[src/rtl/dmem_arb_pkg.sv]
// Shared constants and types for the data-memory / character-stream arbiter.
package dmem_arb_pkg;
    localparam int ADDR_W        = 12;
    localparam int DATA_W        = 32;
    localparam int CHAR_W        = 8;
    localparam int BASE_ADDR_DEF = 1500;
    localparam int BUF_LEN_DEF   = 108;
    localparam int CNT_W         = $clog2(BUF_LEN_DEF + 1);

    typedef enum logic [1:0] {
        GNT_NONE,
        GNT_CPU,
        GNT_CHAR
    } grant_e;
endpackage

[src/rtl/dmem_char_arbiter_fifo.sv]
// Small synchronous character FIFO with flush; head is visible whenever non-empty.
module char_fifo #(
    parameter int WIDTH = 8,
    parameter int DEPTH = 4
) (
    input  logic             clock_i,
    input  logic             reset_i,
    input  logic             flush_i,
    input  logic             push_i,
    input  logic [WIDTH-1:0] data_i,
    input  logic             pop_i,
    output logic [WIDTH-1:0] head_o,
    output logic             full_o,
    output logic             empty_o
);
    localparam int PTR_W = $clog2(DEPTH);

    logic [WIDTH-1:0] mem_q [DEPTH];
    logic [PTR_W-1:0] rd_ptr_q, rd_ptr_d;
    logic [PTR_W-1:0] wr_ptr_q, wr_ptr_d;
    logic [PTR_W:0]   count_q, count_d;
    logic             do_push, do_pop;

    assign full_o  = (count_q == (PTR_W+1)'(DEPTH));
    assign empty_o = (count_q == '0);
    assign head_o  = mem_q[rd_ptr_q];
    assign do_push = push_i && !full_o && !flush_i;
    assign do_pop  = pop_i && !empty_o && !flush_i;

    always_comb begin
        rd_ptr_d = rd_ptr_q;
        wr_ptr_d = wr_ptr_q;
        count_d  = count_q;
        if (flush_i) begin
            rd_ptr_d = '0;
            wr_ptr_d = '0;
            count_d  = '0;
        end else begin
            if (do_push) wr_ptr_d = wr_ptr_q + PTR_W'(1);
            if (do_pop)  rd_ptr_d = rd_ptr_q + PTR_W'(1);
            case ({do_push, do_pop})
                2'b10:   count_d = count_q + (PTR_W+1)'(1);
                2'b01:   count_d = count_q - (PTR_W+1)'(1);
                default: count_d = count_q;
            endcase
        end
    end

    always_ff @(posedge clock_i) begin
        if (reset_i) begin
            rd_ptr_q <= '0;
            wr_ptr_q <= '0;
            count_q  <= '0;
        end else begin
            rd_ptr_q <= rd_ptr_d;
            wr_ptr_q <= wr_ptr_d;
            count_q  <= count_d;
        end
    end

    always_ff @(posedge clock_i) begin
        if (do_push) mem_q[wr_ptr_q] <= data_i;
    end
endmodule

[src/rtl/dmem_char_arbiter.sv]
// Shares the single RAM port between the processor (priority) and buffered characters,
// with a starvation guard that steals one processor cycle for a queued character.
module dmem_char_arbiter
    import dmem_arb_pkg::*;
#(
    parameter int BASE_ADDR    = BASE_ADDR_DEF,
    parameter int BUF_LEN      = BUF_LEN_DEF,
    parameter int FIFO_DEPTH   = 4,
    parameter int STARVE_LIMIT = 8
) (
    input  logic              clock,
    input  logic              reset,
    input  logic              cpu_mem_req,
    input  logic              cpu_wren,
    input  logic [ADDR_W-1:0] cpu_addr,
    input  logic [DATA_W-1:0] cpu_data,
    input  logic [CHAR_W-1:0] char_data,
    input  logic              char_valid,
    output logic              char_ready,
    input  logic              buf_clear,
    output logic              ram_wren,
    output logic [ADDR_W-1:0] ram_addr,
    output logic [DATA_W-1:0] ram_data,
    output logic              cpu_stall,
    output logic [CNT_W-1:0]  char_count,
    output logic              buf_full
);
    localparam int SW = $clog2(STARVE_LIMIT + 1);

    if (BASE_ADDR + BUF_LEN - 1 > (1 << ADDR_W) - 1) begin : g_bad_range
        $error("character buffer exceeds the 12-bit RAM address space");
    end
    if ((FIFO_DEPTH & (FIFO_DEPTH - 1)) != 0) begin : g_bad_depth
        $error("FIFO_DEPTH must be a power of two");
    end

    logic              fifo_full, fifo_empty;
    logic [CHAR_W-1:0] fifo_head;
    logic              push, pop, starved;
    grant_e            grant;
    logic [CNT_W-1:0]  char_count_q, char_count_d;
    logic [SW-1:0]     starve_q, starve_d;
    logic              stall_q, stall_d;

    assign char_ready = !fifo_full && !reset;
    assign push       = char_valid && char_ready && !buf_clear;
    assign buf_full   = (char_count_q == CNT_W'(BUF_LEN));
    assign char_count = char_count_q;
    assign cpu_stall  = stall_q;

    char_fifo #(.WIDTH(CHAR_W), .DEPTH(FIFO_DEPTH)) u_fifo (
        .clock_i (clock),
        .reset_i (reset),
        .flush_i (buf_clear),
        .push_i  (push),
        .data_i  (char_data),
        .pop_i   (pop),
        .head_o  (fifo_head),
        .full_o  (fifo_full),
        .empty_o (fifo_empty)
    );

    always_comb begin
        grant = GNT_NONE;
        if (reset)                                        grant = GNT_NONE;
        else if (cpu_mem_req && !stall_q)                 grant = GNT_CPU;
        else if (!fifo_empty && !buf_full && !buf_clear)  grant = GNT_CHAR;
    end

    // Without a grant the processor signals still pass through, write gated off by a stall.
    always_comb begin
        ram_wren = cpu_wren && !stall_q && !reset;
        ram_addr = cpu_addr;
        ram_data = cpu_data;
        if (grant == GNT_CHAR) begin
            ram_wren = 1'b1;
            ram_addr = ADDR_W'(BASE_ADDR) + ADDR_W'(char_count_q);
            ram_data = {{(DATA_W-CHAR_W){1'b0}}, fifo_head};
        end
    end

    assign pop     = (grant == GNT_CHAR);
    assign starved = !fifo_empty && !buf_full && (grant != GNT_CHAR);

    always_comb begin
        char_count_d = char_count_q;
        starve_d     = starve_q;
        stall_d      = 1'b0;
        if (buf_clear) begin
            char_count_d = '0;
            starve_d     = '0;
        end else begin
            if (pop) char_count_d = char_count_q + CNT_W'(1);
            if (!starved) begin
                starve_d = '0;
            end else if (starve_q == SW'(STARVE_LIMIT - 1)) begin
                starve_d = '0;
                stall_d  = 1'b1;
            end else begin
                starve_d = starve_q + SW'(1);
            end
        end
    end

    always_ff @(posedge clock) begin
        if (reset) begin
            char_count_q <= '0;
            starve_q     <= '0;
            stall_q      <= 1'b0;
        end else begin
            char_count_q <= char_count_d;
            starve_q     <= starve_d;
            stall_q      <= stall_d;
        end
    end
endmodule

[config.mk]
export PLATFORM = sky130hd
export DESIGN_NAME = dmem_char_arbiter
export DESIGN_NICKNAME = d
export VERILOG_FILES = /design/src/rtl/dmem_arb_pkg.sv /design/src/rtl/dmem_char_arbiter_fifo.sv /design/src/rtl/dmem_char_arbiter.sv
export SDC_FILE = /design/constraint.sdc
export NUM_CORES = 1
export LEC_CHECK = 0
export CORE_UTILIZATION = 45
export CTS_BUF_LIST = sky130_fd_sc_hd__clkbuf_8
export CTS_CLUSTER_DIAMETER = 30
export DETAILED_ROUTE_END_ITERATION = 8
export PLACE_DENSITY = 0.84
export SETUP_SLACK_MARGIN = 0.5
export SLEW_MARGIN = 10
export SYNTH_ARGS = -nofsm -noshare
export SYNTH_HDL_FRONTEND = slang
export SYNTH_SLANG_ARGS = --single-unit
[constraint.sdc]
create_clock -name clock -period 4.13 [get_ports clock]
set_input_delay 0.6195 -clock clock [delete_from_list [all_inputs] [get_ports clock]]
set_output_delay 0.6195 -clock clock [all_outputs]
set_load 0.01 [all_outputs]
==> impl_metrics.yaml <==
global_routing:
  grt_pass1_vias: 2086
  grt_util_all_layers_pct: 20.7
  grt_antenna_before_repair: 0
  grt_start_max_net_pins: 37
  grt-ovfl-total: 0
  grt_pass1_wl_mm: 9.96
synthesis:
  synth-warning-count: 0
  synth_edf_count: 32
  synth_largest_area_cell: "edfxtp_1"
  yosysSeqAreaShare_pct: 50.7
  synthArstFlopShare_pct: 0
  syn_area_per_cell_um2: 11.7
  syn_area_mm2: 0.00273
  synthFlopType: "edfxtp_1"
  synth-seq-cells: 53
  synth_top_area_share_pct: 35.3
  yosys-top-cells-area: "edfxtp_1 (35%), dfxtp_1 (15%), and2_1 (6.7%), mux4_2 (6.6%), ha_1 (4.6%)"
  synth_fp_nets: 301
  ys_types: 43
  synth_cells: 232
critical_path:
  crit_chain: "clkdlybuf4s50_1 > nor2_1 > o211a_2 > nand2_8 > inv_6 > mux2_2 > clkdlybuf4s50_1"
  startpoint_type: "input port"
  crit_type: "in2out"
  worst_path_max_delay_cell: "clkdlybuf4s50_1"
  slowest_delay_ns: 0.48
  path_delay_family: "buffers and inverters"
  crit_top_cell: "clkdlybuf4s50_1"
  path_buf_inv: 3
  cp_max_fo: 36
  cp_data_required_time_ns: 3.51
  arrival_ns: 2.88
  end_kind: "output port"
placed_design:
  place.gp.congestion: 0.887
  hpwl_mm: 4.91
  dp_cells: 405
  port_buffers: 112
detailed_routing:
  wl_per_cell_um: 15.6
  vias: 2147
  routed_wl_mm: 6.45
  antenna_left: 0
  dr.pass1.iters: 4
  drt_iter0_drc: 169
  route.detailed.drc: 0
  via_per_inst: 5.20
pwr:
  powerDensity_mw_per_mm2: 260
  p_comb_share_pct: 15.8
  ir_drop_uv: 271
  leakagePower_nw: 1.38
  power_frac_seq_pct: 54.7
  p_sw_mw: 0.235
  p_sw_share_pct: 22.7
  pwr-share-clk_pct: 29.5
  p_int_mw: 0.800
floorplanning:
  core_mm2: 0.00568
  start_util_pct: 48.0
  die_area_mm2: 0.00637
  ioPinCount: 113
  rows: 27
  die_width_um: 79.8
  die_h_um: 79.8
clock_tree:
  ctsLongestPathBuffers: 2
  cts_sinks: 53
  numCtsBuffers: 5
  cts_tree: "built"
  insertion_delay_ns: 0.31
  cts_root_buffer: "clkbuf_8"
  htreeDepth: 2
  cts_hold_buf: 0
  path_clk_slew_ns: 0.10
sta:
  max_freq_mhz: 286
  worstMarginPinSlew_ns: 0.570
  fin_setup_tns_ns: 0
  skew_ns: 0.00678
  fin_crit_sh_pct: 84.7
  finalMaxSlewViolations: 0
  setup_viol: 0
  rsz0062_at_grt: "no"
  slew-limit-headroom_pct: 61.7
  period_needed_ns: 3.50
  final_hold_viol_count: 0
hold_path:
  timing.hold.worst.class: "reg2reg"
finish:
  drive_above_1_share_pct: 9.97
  fin_cells: 413
  nets: 409
  antenna_cells: 0
  areaGrowthSynthToFinish_pct: 45.9
status:
  status: "completed"
job:
  cap_viol_max_count: 0
[flip-flops by register name, indices dropped and copies added (netlist names), named ones only]
name / cells
char_count: 7
u_fifo.mem_q: 32
u_fifo.wr_ptr_q: 2
starve_q: 4
cpu_stall: 1
u_fifo.count_q: 3
u_fifo.rd_ptr_q: 2
[power by group through the flow]
stage               Combinational (mW)  Sequential [mW]  Clock, mW
finish                           0.164            0.566      0.306
global route                     0.175            0.566      0.328
CTS                              0.165            0.566      0.311
detailed placement               0.164            0.578          0
global placement                 0.161            0.577          0
floorplan                       0.0535            0.577          0
[worst register-to-register path, stage by stage (launching register included)]
cell	delay [ns]
dfxtp_1	0.43
inv_1	0.10
ha_1	0.21
nand4_1	0.18
o211a_2	0.35
nand2_8	0.18
inv_6	0.23
ha_1	0.22
inv_1	0.06
fa_1	0.37
xor2_1	0.17
or3_1	0.32
a21oi_1	0.14
[placed cells by master (no fill, tap or decap), drive strengths merged, types with 2 or more instances in the layout]
cell,instances
clkdlybuf4s50,112
edfxtp,32
and2,29
dfxtp,21
nor2,14
inv,14
o21ai,12
a21oi,10
ha,10
mux2,10
nand2,9
mux4,8
nand3,7
o31ai,6
clkbuf,5
nand2b,4
or3,4
mux2i,4
nand4,3
nor4,3
buf,3
a31oi,2
xor2,2
xnor2,2
o311ai,2
[cell usage after synthesis, types with 8 or more instances]
master and instances:
o21ai_0 12, mux4_2 8, clkbuf_1 9, dfxtp_1 21, ha_1 10, nand2_1 8, and2_1 29, nor2_1 14
inv_1 11, a21oi_1 10, edfxtp_1 32
[through the flow]
step | setup WS [ns] | cell area (um2) | util, % | total power [mW] | hold slack, ns
finish | 0.631 | 3980 | 70.1 | 1.03 | 0.454
floorplan | 1.44 | 2730 | - | 0.631 | 0.427
detailed placement | 0.564 | 3880 | 68.3 | 0.742 | 0.444
CTS | 0.557 | 3980 | 70.0 | 1.04 | 0.456
global route | 0.511 | 3980 | 70.1 | 1.07 | 0.487
global placement | 0.668 | 3880 | 68.3 | 0.739 | 0.440
[cells by family after synthesis]
group           Yosys count  share of synthesized area (%)
mux                      22                           13.2
compound gates           36                           8.04
xor+xnor                  4                           1.29
fa+ha+maj                11                           5.33
buf+inv                  26                           4.82
simple gates             80                           16.7
flops                    53                           50.7
[final cells by class]
class | instances | area (um2)
Inverter | 12 | 50.0
Tap cell | 72 | 90.1
Clock inverter | 3 | 28.8
Multi-Input combinational cell | 153 | 1210
Timing Repair Buffer | 115 | 1140
Fill cell | 415 | 1700
Clock buffer | 5 | 68.8
Sequential cell | 53 | 1380
[final timing paths]
kind	to	from	cells past startpoint	slack, ns
max	ram_data[1]	reset	7	0.63
max reg2reg	u_fifo.count_q[2]	char_count[0]	12	1.11
min reg2reg	starve_q[0]	starve_q[0]	1	0.45
min	starve_q[0]	starve_q[0]	1	0.45
[what timing repair did]
| item | CTS | global route |
|---|---|---|
| setup endpoints to repair | 0 | 11 |
| buffers inserted | 0 | 0 |
| gates resized for setup | 0 | 2 |
[per-layer routing]
metal | GRT usage (%) | routed length (um)
met1 | 24.8 | 2600
met3 | 3.89 | 490
met5 | 0 | 0
met2 | 36.8 | 3260
met4 | 7.32 | 109
Power figures use the tool's default switching activity.
